===== src/rtl/bsg_circular_ptr_pkg.sv =====
// Shared constants and occupancy-state type for the 64-slot circular pointer consumer.
package bsg_circular_ptr_pkg;

    localparam int unsigned Slots    = 64;
    localparam int unsigned PtrWidth = 6;
    localparam int unsigned CntWidth = 7;

    typedef enum logic [1:0] {
        OccEmpty   = 2'd0,
        OccPartial = 2'd1,
        OccFull    = 2'd2
    } occ_state_e;

    function automatic occ_state_e occ_state(input logic [CntWidth-1:0] count);
        if (count == '0) begin
            return OccEmpty;
        end else if (count == CntWidth'(Slots)) begin
            return OccFull;
        end else begin
            return OccPartial;
        end
    endfunction

endpackage


===== src/rtl/bsg_circular_ptr_rd_p64.sv =====
// 6-bit wrap-around read pointer; n_ptr_o is the value the pointer takes at the next edge.
module bsg_circular_ptr_rd_p64
    import bsg_circular_ptr_pkg::*;
(
    input  logic                clk,
    input  logic                reset_n_i,
    input  logic                add_i,
    output logic [PtrWidth-1:0] ptr_o,
    output logic [PtrWidth-1:0] n_ptr_o
);

    logic [PtrWidth-1:0] ptr_q;
    logic [PtrWidth-1:0] ptr_d;

    always_comb begin
        ptr_d = ptr_q;
        if (add_i) begin
            ptr_d = ptr_q + PtrWidth'(1);
        end
    end

    always_ff @(posedge clk) begin
        if (!reset_n_i) begin
            ptr_q <= '0;
        end else begin
            ptr_q <= ptr_d;
        end
    end

    assign ptr_o   = ptr_q;
    assign n_ptr_o = ptr_d;

endmodule


===== src/rtl/bsg_circular_ptr_consumer_p64.sv =====
// Consumer side of a 64-slot circular buffer: read pointer, occupancy count and sticky
// overflow/underflow flags; the producer pointer is reconstructed from rptr + count.
module bsg_circular_ptr_consumer_p64
    import bsg_circular_ptr_pkg::*;
(
    input  logic                clk,
    input  logic                reset_n_i,
    input  logic                enq_i,
    input  logic                yumi_i,
    output logic                v_o,
    output logic                full_o,
    output logic [PtrWidth-1:0] rptr_o,
    output logic [PtrWidth-1:0] n_rptr_o,
    output logic [PtrWidth-1:0] wptr_o,
    output logic [CntWidth-1:0] count_o,
    output logic                overflow_o,
    output logic                underflow_o
);

    logic [CntWidth-1:0] count_q, count_d;
    logic                overflow_q, overflow_d;
    logic                underflow_q, underflow_d;
    occ_state_e          occ;
    logic                enq_eff;
    logic                yumi_eff;

    // Status comes only from registered count, so v_o/full_o never depend on enq_i/yumi_i.
    assign occ      = occ_state(count_q);
    assign v_o      = (occ != OccEmpty);
    assign full_o   = (occ == OccFull);
    assign enq_eff  = enq_i & ~full_o;
    assign yumi_eff = yumi_i & v_o;

    bsg_circular_ptr_rd_p64 u_rptr (
        .clk       (clk),
        .reset_n_i (reset_n_i),
        .add_i     (yumi_eff),
        .ptr_o     (rptr_o),
        .n_ptr_o   (n_rptr_o)
    );

    always_comb begin
        count_d     = count_q;
        overflow_d  = overflow_q | (enq_i & full_o);
        underflow_d = underflow_q | (yumi_i & ~v_o);
        if (enq_eff && !yumi_eff) begin
            count_d = count_q + CntWidth'(1);
        end else if (!enq_eff && yumi_eff) begin
            count_d = count_q - CntWidth'(1);
        end
    end

    always_ff @(posedge clk) begin
        if (!reset_n_i) begin
            count_q     <= '0;
            overflow_q  <= 1'b0;
            underflow_q <= 1'b0;
        end else begin
            count_q     <= count_d;
            overflow_q  <= overflow_d;
            underflow_q <= underflow_d;
        end
    end

    assign count_o     = count_q;
    assign overflow_o  = overflow_q;
    assign underflow_o = underflow_q;
    // At count 64 the low six bits of the count are zero, so wptr lands on rptr.
    assign wptr_o      = rptr_o + count_q[PtrWidth-1:0];

endmodule


===== config.mk =====
export PLATFORM = sky130hd
export DESIGN_NAME = bsg_circular_ptr_consumer_p64
export DESIGN_NICKNAME = d
export VERILOG_FILES = /design/src/rtl/bsg_circular_ptr_pkg.sv /design/src/rtl/bsg_circular_ptr_rd_p64.sv /design/src/rtl/bsg_circular_ptr_consumer_p64.sv
export SDC_FILE = /design/constraint.sdc
export NUM_CORES = 1
export LEC_CHECK = 0
export CAP_MARGIN = 10
export CORE_ASPECT_RATIO = 0.75
export CORE_UTILIZATION = 30
export CTS_CLUSTER_DIAMETER = 120
export DETAILED_ROUTE_END_ITERATION = 10
export PLACE_DENSITY = 0.55
export SETUP_SLACK_MARGIN = 0.2
export SLEW_MARGIN = 40
export SYNTH_ARGS = -nofsm -noshare
export SYNTH_HDL_FRONTEND = slang
export SYNTH_SLANG_ARGS = --single-unit

===== constraint.sdc =====
create_clock -name clk -period 2.8 [get_ports clk]
set_clock_uncertainty 0.15 [all_clocks]
set_input_delay 0.7 -clock clk [delete_from_list [all_inputs] [get_ports clk]]
set_output_delay 0.7 -clock clk [all_outputs]
set_load 0.01 [all_outputs]

==> results.json, run 1 <==
{
  "status": "complete, but fails checks",
  "violations": "negative setup slack",
  "syn_to_final_growth_pct": 77.6,
  "clkTransAtPathRegs_ns": 0.07,
  "vias_per_cell": 4.77,
  "num_io_pins": 33,
  "synth_fa_ha_area_frac": 0.170,
  "grt_max_degree": 21,
  "setup_ws_ns": -0.0279,
  "maxCapViolations": 0,
  "synth_seq_area_share": 0.252,
  "clk_path_buf_depth": 2,
  "worstPathRequired_ns": 1.95,
  "dp_hpwl_mm": 2.69,
  "dr.pass1.iters": 4,
  "cts_root_buffer": "clkbuf_8",
  "antenna_left": 0,
  "tightest_slew_ns": 0.441,
  "synthesis.nets": 147,
  "grt_pass1_wl_mm": 5.84,
  "syn_area_per_cell_sq_um": 9.32,
  "finalHoldViolations": 0,
  "synth_cells": 128,
  "yosys.area_share.simple": 0.205,
  "initial_core_util": 0.319,
  "cts_tree": "yes",
  "synth_top_cell_area_share": 0.252,
  "yosys.area.top_type": "dfxtp_1",
  "grt_overflow": 0,
  "period_needed_ns": 2.83,
  "cts.sinks": 15,
  "wl_per_cell_um": 13.9,
  "worstPathArrival_ns": 1.98,
  "slew_violations": 0,
  "synthMuxAreaShare": 0.0378,
  "fp.dieH_um": 56.6,
  "grt_pass1_vias": 1258,
  "instances_no_fill": 257,
  "yosys-top-cells-count": "dfxtp_1 (15), ha_1 (13), and2_1 (8), inv_1 (8), xnor2_1 (8)",
  "clk_latency_ns": 0.25,
  "hp-class": "flip-flop to flip-flop",
  "core_sq_um": 3730,
  "die_area_sq_um": 4230,
  "final_cell_area_sq_um": 2120,
  "placed_cell_area_sq_um": 1870,
  "synthDistinctLibCells": 42,
  "power-per-cell-area_nw_per_um2": 1000,
  "synth_ff_type": "dfxtp_1",
  "synth_most_common_cell": "dfxtp_1",
  "cts_buffers": 3,
  "end_kind": "output port",
  "dieWidth_um": 74.8,
  "track_usage": 0.185,
  "nNetsFinal": 225,
  "drtIter0Drc": 30,
  "antenna_found_initial": 0,
  "setup_viol": 4,
  "diodes": 0,
  "syn_area_sq_um": 1190,
  "rsz0062_at_grt": "true",
  "fill_cells": 342,
  "fin_util": 0.568,
  "dp_slack_ns": -0.394,
  "num_rows": 19,
  "synth-seq-cells": 15,
  "peakVddDrop_v": 0.000542,
  "synth_top_family_by_area": "compound AO/OA/AOI/OAI gates",
  "wl_mm": 3.57,
  "critPathLaunchType": "flip-flop",
  "drc": 0,
  "synth-xor-area-share": 0.0881,
  "synth_compound_area_frac": 0.210,
  "gp_congestion": 0.805,
  "async_flop_share": 0,
  "postCtsHoldBufs": 0,
  "port_buffers": 32,
  "p_leak_nw": 0.955,
  "path_class": "flip-flop to output port",
  "period_share": 1.01,
  "ys.warnings.count": 0,
  "critPathMaxFanout": 3,
  "drive_above_1_share": 0.498,
  "fmax_mhz": 354,
  "synth_edf_count": 0,
  "yosys-top-cells-area": "dfxtp_1 (25%), ha_1 (14%), xnor2_1 (5.9%), and2_1 (4.2%), fa_1 (3.4%)",
  "dp.cells": 241,
  "max_slew_margin": 0.705,
  "htree_levels": 1,
  "vias": 1227
}
layout make-up:
cell class,instances,area [sq um],share of cell area
Sequential cell,15,312,0.147
Clock inverter,1,7.51,0.00354
Multi-Input combinational cell,102,1030,0.488
Inverter,8,35.0,0.0165
Tap cell,52,65.1,0.0307
Clock buffer,3,41.3,0.0195
Timing Repair Buffer,76,624,0.295
path summary, 6_finish.rpt:
path	slack, ns	from	cells past startpoint	end
worst max-delay path	-0.03	count_o[2]	5	n_rptr_o[1]
worst min-delay path	0.36	overflow_o	2	overflow_o
worst max register to register	-0.02	count_o[2]	12	count_o[3]
worst min register to register	0.36	overflow_o	2	overflow_o
state kept, by name, summed over array words and instances (netlist names):
signal,cells
count_o,7
overflow_o,1
u_rptr.ptr_o,6
underflow_o,1
routing by layer:
layer	wire length [um]	global-route usage	part of all wire
met2	1800	0.326	0.50
met4	17	0.0323	0.0048
met1	1580	0.219	0.44
met3	173	0.0575	0.048
met5	0	0	0
placed cells by master, fill, tap and decap left out, types with 5 or more instances in the layout:
cell type / n
and2_1: 8
buf_4: 38
xnor2_1: 5
buf_2: 9
buf_6: 7
dfxtp_1: 10
nand2_1: 6
clkdlybuf4s50_1: 18
ha_1: 5
ha_4: 6
per-stage QoR:
stage                     total power, mW  hold slack, ns  setup TNS [ns]
after floorplan                      1.09           0.374        -0.00303
after global placement               1.70           0.320           -2.88
after detailed placement             1.75           0.339           -3.29
after CTS                            2.05           0.356          -0.263
after global routing                 2.30           0.388          -0.766
final                                2.13           0.360         -0.0644
cells by family (layout without fill, tap and decap cells):
logic type | after synthesis | after routing
and+or+nand+nor | 42 | 42
AOI/OAI and AO/OA | 29 | 29
adders and majority gates | 15 | 15
DFF | 15 | 15
xor gates and xnor gates | 12 | 12
buffers and inverters | 11 | 88
muxes | 4 | 4
critical path, cell delays in order (launching register included):
cell and delay, ns:
dfxtp_4 0.34, or4_4 0.57, o31ai_4 0.24, buf_4 0.16, mux2_4 0.30, buf_6 0.12
power breakdown:
part / switching (mW) / leakage [nW] / internal (mW)
sequential: 0.0573 / 0.125 / 0.279
combinational: 0.719 / 0.808 / 0.891
clock: 0.0819 / 0.0217 / 0.0999
what timing repair did:
action / CTS / global route
endpoints found under the hold margin: 0 / 0
buffers inserted: 7 / 5
setup endpoints to repair: 18 / 15
pin swaps: 17 / 12
gates resized for setup: 68 / 13
Note: power is estimated with default switching activity, not from simulation.
==> run 2: changes to the inputs <==
--- a/config.mk
+++ b/config.mk
@@ -10,9 +10,10 @@
 export CORE_UTILIZATION = 30
 export CTS_CLUSTER_DIAMETER = 120
 export DETAILED_ROUTE_END_ITERATION = 10
+export MAX_ROUTING_LAYER = met4
 export PLACE_DENSITY = 0.55
+export REMOVE_ABC_BUFFERS = 1
 export SETUP_SLACK_MARGIN = 0.2
-export SLEW_MARGIN = 40
 export SYNTH_ARGS = -nofsm -noshare
 export SYNTH_HDL_FRONTEND = slang
 export SYNTH_SLANG_ARGS = --single-unit
==> run 2 against run 1 <==
Effect of this change: the flow still finishes with violations (negative setup slack); utilization grew 2.2 points; power grew 4.8%; sequential cell count is the same; cell count grew 0.39%; worst hold slack gained 0.0039 ns.
==> results.json, run 2 (synthesized netlist as in run 1, its figures left out) <==
{
  "status": "complete, but fails checks",
  "violations": "negative setup slack",
  "power-per-cell-area_nw_per_um2": 1010,
  "largest_reg_flops": 7,
  "setup_ws_ns": -0.0957,
  "antenna_left": 0,
  "r2r_start": "count_o[0]",
  "grt_pass1_wl_mm": 6.35,
  "cpPeakStageDelay_ns": 0.58,
  "core_sq_um": 3730,
  "dp_hpwl_mm": 2.55,
  "dp_slack_ns": -0.573,
  "clkTransAtPathRegs_ns": 0.07,
  "dieWidth_um": 74.8,
  "critPathMaxFanout": 4,
  "instances_no_fill": 258,
  "worstPathArrival_ns": 2.89,
  "num_rows": 19,
  "clk_path_buf_depth": 2,
  "grt_pass1_vias": 1312,
  "port_buffers": 32,
  "drtIter0Drc": 34,
  "tightest_slew_ns": 0.424,
  "cts.sinks": 15,
  "num_io_pins": 33,
  "finalHoldViolations": 0,
  "cts_root_buffer": "clkbuf_8",
  "initial_core_util": 0.319,
  "intPower_mw": 1.33,
  "regToRegSetupSlack_ns": -0.1,
  "nNetsFinal": 226,
  "dr.pass1.iters": 4,
  "peakVddDrop_v": 0.000442,
  "fmax_mhz": 345,
  "fp.dieH_um": 56.6,
  "cts_tree": "yes",
  "postCtsHoldBufs": 0,
  "setup_viol": 6,
  "gp_congestion": 0.789,
  "final-seq-area_sq_um": 307,
  "grt_overflow": 0,
  "grt_max_degree": 16,
  "min_to": "underflow_o",
  "antenna_found_initial": 0,
  "dp.cells": 242,
  "final_cell_area_sq_um": 2200,
  "cts_buffers": 3,
  "vias_per_cell": 4.84,
  "slew_violations": 0,
  "maxCapViolations": 0,
  "slowest_stage": "or4_4",
  "clk_latency_ns": 0.25,
  "track_usage": 0.203,
  "tns_ns": -0.340,
  "switching_share": 0.402,
  "max_slew_margin": 0.716,
  "period_share": 1.03,
  "layout.cells.most_common": "buf_4",
  "rsz0062_at_grt": "true",
  "drc": 0,
  "reg2reg_depth": 12,
  "hold-path-cell-count": 2,
  "htree_levels": 1,
  "die_area_sq_um": 4230,
  "hp-class": "flip-flop to flip-flop",
  "worstPathRequired_ns": 2.79,
  "period_needed_ns": 2.90,
  "cp_cell_sequence": "or4_4, buf_6, nor3_4, nor2b_2, ha_2, inv_4, buf_6, ha_4, buf_6, a211oi_4, nor2_1, a311o_1",
  "crit_buf_inv": 4,
  "wl_per_cell_um": 14.1,
  "p_leak_nw": 0.976,
  "end_kind": "flip-flop",
  "power.share.clock": 0.082,
  "min_from": "underflow_o",
  "timing.rr.end": "count_o[5]",
  "multiInputGateArea_sq_um": 1090,
  "wl_mm": 3.63,
  "path_class": "flip-flop to flip-flop",
  "seq_power_share": 0.140,
  "layout_common_cells": "buf_4 (34), clkdlybuf4s50_1 (18), buf_6 (13), dfxtp_1 (10), ha_4 (9)",
  "placed_cell_area_sq_um": 1810,
  "p_switching_mw": 0.896,
  "fill_cells": 334,
  "crit_family": "simple AND/OR/NAND/NOR gates",
  "cp_common_cell": "buf_6",
  "critPathLaunchType": "flip-flop",
  "power_mw": 2.23,
  "drive_above_1_share": 0.505,
  "vias": 1250,
  "syn_to_final_growth_pct": 84.6,
  "diodes": 0,
  "combPwrFrac": 0.778
}
-- run 2: changes by cell type in the layout (fill, tap and decap cells not counted), moves of 2 or more --
cell      previous run  this run
a211oi_2             3         1
dfxtp_2              3         5
ha_4                 6         9
ha_1                 5         2
buf_6                7        13
a211oi_4             0         2
dfxtp_4              2         0
buf_4               38        34
-- run 2: cell type report --
cell class,instances,share of cell area
flip-flops and latches,15,0.139
well taps,52,0.0296
clock buffers,4,0.0205
repair buffers,77,0.300
multi-input cells,102,0.496
inverters,8,0.0148
-- run 2: worst max-delay path by stage --
| stage | startpoint | end | slack, ns | cells after the start |
|---|---|---|---|---|
| after floorplan | count_o[0] | count_o[5] | -0.50 | 10 |
| after global placement | yumi_i | count_o[6] | -0.52 | 10 |
| after detailed placement | yumi_i | count_o[6] | -0.57 | 10 |
| after CTS | count_o[3] | n_rptr_o[3] | -0.09 | 6 |
| after global routing | count_o[0] | count_o[5] | -0.20 | 12 |
| final | count_o[0] | count_o[5] | -0.1 | 12 |
-- run 2: metrics by stage --
| step | utilization | hold WS [ns] |
|---|---|---|
| floorplan | - | 0.374 |
| global placement | 0.485 | 0.326 |
| detailed placement | 0.485 | 0.348 |
| CTS | 0.567 | 0.370 |
| global route | 0.590 | 0.409 |
| finish | 0.590 | 0.364 |
-- run 2: metal layers --
layer  routed length [um]  vias up  track usage
li1                     -      626            -
met1                 1870      591        0.284
met2                 1580       30        0.296
met3                  172        3       0.0503
met4                   12        0       0.0377
met5                    0        -            -
-- run 2: repair_timing --
item | CTS | global route
pin swaps | 19 | 10
cloned | 0 | 0
gates resized for setup | 91 | 16
setup buffers | 10 | 2
endpoints found under the setup margin | 18 | 16
-- run 2: power by group through the flow --
stage                     registers, mW  logic [mW]  clock network (mW)
after global routing              0.321        1.88               0.206
final                             0.313        1.73               0.183
after global placement            0.301        1.30                   0
after floorplan                   0.373       0.618                   0
after detailed placement          0.304        1.30                   0
after CTS                         0.312        1.61               0.193
-- run 2: worst reg2reg max path, stage by stage, from the launching register on --
cell and delay (ns):
dfxtp_2 0.32, or4_4 0.58, buf_6 0.15, nor3_4 0.14, nor2b_2 0.07, ha_2 0.19, inv_4 0.08, buf_6 0.12
ha_4 0.22, buf_6 0.13, a211oi_4 0.21, nor2_1 0.07, a311o_1 0.34
==> run 3: changes to the inputs <==
--- a/config.mk
+++ b/config.mk
@@ -5,11 +5,12 @@
 export SDC_FILE = /design/constraint.sdc
 export NUM_CORES = 1
 export LEC_CHECK = 0
-export CAP_MARGIN = 10
+export CAP_MARGIN = 20
 export CORE_ASPECT_RATIO = 0.75
 export CORE_UTILIZATION = 30
 export CTS_CLUSTER_DIAMETER = 120
 export DETAILED_ROUTE_END_ITERATION = 10
+export GPL_TIMING_DRIVEN = 0
 export MAX_ROUTING_LAYER = met4
 export PLACE_DENSITY = 0.55
 export REMOVE_ABC_BUFFERS = 1
==> run 3 against run 2 <==
Effect of this change: the flow still finishes with violations (negative setup slack); worst hold slack got worse by 0.0061 ns; via count decreased by 6.0%; power decreased by 10%; utilization decreased by 5.8 points; maximum frequency decreased by 5.3%; register-to-register slack got worse by 0.16 ns; wire length decreased by 8.4%; critical path type unchanged; largest power group unchanged.
==> results.json, run 3 (synthesized netlist as in run 1, its figures left out) <==
{
  "tns_ns": -1.36,
  "setup_viol": 11,
  "setup_ws_ns": -0.259,
  "largest_reg_flops": 7,
  "num_rows": 19,
  "maxUsedRoutingLayer": "met4",
  "startpoint": "count_o[1]",
  "cts_buffers": 3,
  "wl_met1_mm": 1.63,
  "grt_pass1_wl_mm": 5.44,
  "htree_levels": 1,
  "finalHoldViolations": 0,
  "p_leak_nw": 0.864,
  "status": "complete, but fails checks",
  "regToRegSetupSlack_ns": -0.26,
  "diodes": 0,
  "dp_hpwl_mm": 2.14,
  "postCtsHoldBufs": 0,
  "syn_to_final_growth_pct": 66.4,
  "hp-class": "flip-flop to flip-flop",
  "drive_above_1_share": 0.424,
  "final_cell_area_sq_um": 1980,
  "period_needed_ns": 3.06,
  "antenna_left": 0,
  "clk_latency_ns": 0.25,
  "fill_cells": 333,
  "path_class": "flip-flop to flip-flop",
  "fin_util": 0.532,
  "grt_overflow": 0,
  "vias_per_cell": 4.98,
  "critPathMaxFanout": 6,
  "r2r_start": "count_o[1]",
  "met2_length_mm": 1.53,
  "die_area_sq_um": 4230,
  "reg2reg_depth": 10,
  "antenna_found_initial": 0,
  "drc": 0,
  "vias": 1175,
  "multiInputGateArea_sq_um": 1050,
  "placed_cell_area_sq_um": 1560,
  "worstPathRequired_ns": 2.79,
  "worstPathArrival_ns": 3.05,
  "grt_max_degree": 22,
  "clkTransAtPathRegs_ns": 0.06,
  "power-per-cell-area_nw_per_um2": 1010,
  "peakVddDrop_v": 0.000427,
  "port_buffers": 32,
  "wl_mm": 3.33,
  "fmax_mhz": 327,
  "grt_pass1_vias": 1147,
  "num_io_pins": 33,
  "max_slew_margin": 0.570,
  "period_share": 1.09,
  "critPathLaunchType": "flip-flop",
  "tightest_slew_ns": 0.642,
  "cts_root_buffer": "clkbuf_8",
  "dieWidth_um": 74.8,
  "initial_core_util": 0.319,
  "fp.dieH_um": 56.6,
  "cp-endpoint": "count_o[5]",
  "cts.sinks": 15,
  "rsz0062_at_grt": "true",
  "dr.pass1.iters": 4,
  "wl_per_cell_um": 14.1,
  "layout.cells.most_common": "clkdlybuf4s50_1",
  "layout_common_cells": "clkdlybuf4s50_1 (18), buf_4 (16), buf_2 (10), buf_6 (10), dfxtp_1 (9)",
  "slew_violations": 0,
  "met3WireLength_um": 141,
  "maxCapViolations": 0,
  "nNetsFinal": 204,
  "gp_congestion": 0.792,
  "drtIter0Drc": 32,
  "core_sq_um": 3730,
  "end_kind": "flip-flop",
  "track_usage": 0.171,
  "final-seq-area_sq_um": 315,
  "clk_path_buf_depth": 2,
  "violations": "negative setup slack",
  "timing.rr.end": "count_o[5]",
  "cts_tree": "yes"
}
run 3: changes by cell type in the layout (fill, tap and decap cells not counted), moves of 2 or more:
cell     delta
ha_2        -2
buf_4      -18
xnor2_2     -2
dfxtp_4     +3
dfxtp_2     -2
xnor2_1     +2
ha_4        -2
buf_2       +2
ha_1        +4
buf_6       -3
nor3_2      +2
run 3: metal layers:
layer,track usage,vias to the layer above
met5,-,-
met4,0.0216,0
met3,0.0431,4
met2,0.263,33
li1,-,585
met1,0.232,553
run 3: per-stage QoR:
step	hold WS, ns	setup slack (ns)	cells	total power [mW]
floorplan	0.374	-0.496	125	0.991
global placement	0.326	-0.731	209	1.35
detailed placement	0.338	-0.766	209	1.37
CTS	0.359	-0.200	228	1.83
global route	0.380	-0.361	236	2.16
finish	0.358	-0.259	236	2.00
run 3: worst max-delay path, cell delays in order, from the launching register on:
cell        delay (ns)
dfxtp_4           0.35
or4_4             0.58
o31ai_4           0.26
ha_4              0.19
clkinvlp_4        0.16
buf_4             0.19
ha_4              0.20
a21o_4            0.23
a211oi_4          0.26
nor2_1            0.07
a311o_1           0.31
run 3: repair_timing:
item,4_1_cts,5_1_grt
setup buffers,15,8
pin swaps,18,13
resized for setup,84,22
setup endpoints to repair,19,18
hold endpoints to repair,0,0
run 3: layout make-up:
cell class	count	share of cell area
inverter	8	0.0170
multi-input combinational	102	0.529
tap	52	0.0328
timing repair buffer	55	0.240
sequential	15	0.159
clock buffer	4	0.0227
run 3: worst min-delay path by stage:
stage	startpoint	to	slack, ns	cells past startpoint
after floorplan	overflow_o	overflow_o	0.37	2
after global placement	overflow_o	overflow_o	0.33	2
after detailed placement	underflow_o	underflow_o	0.34	2
after CTS	underflow_o	underflow_o	0.36	2
after global routing	underflow_o	underflow_o	0.38	2
final	overflow_o	overflow_o	0.36	2
run 3: where the power goes:
part	internal [mW]	leakage (nW)	switching (mW)
combinational	0.789	0.716	0.642
clock	0.101	0.0228	0.0804
sequential	0.283	0.126	0.106
total	1.17	0.864	0.829
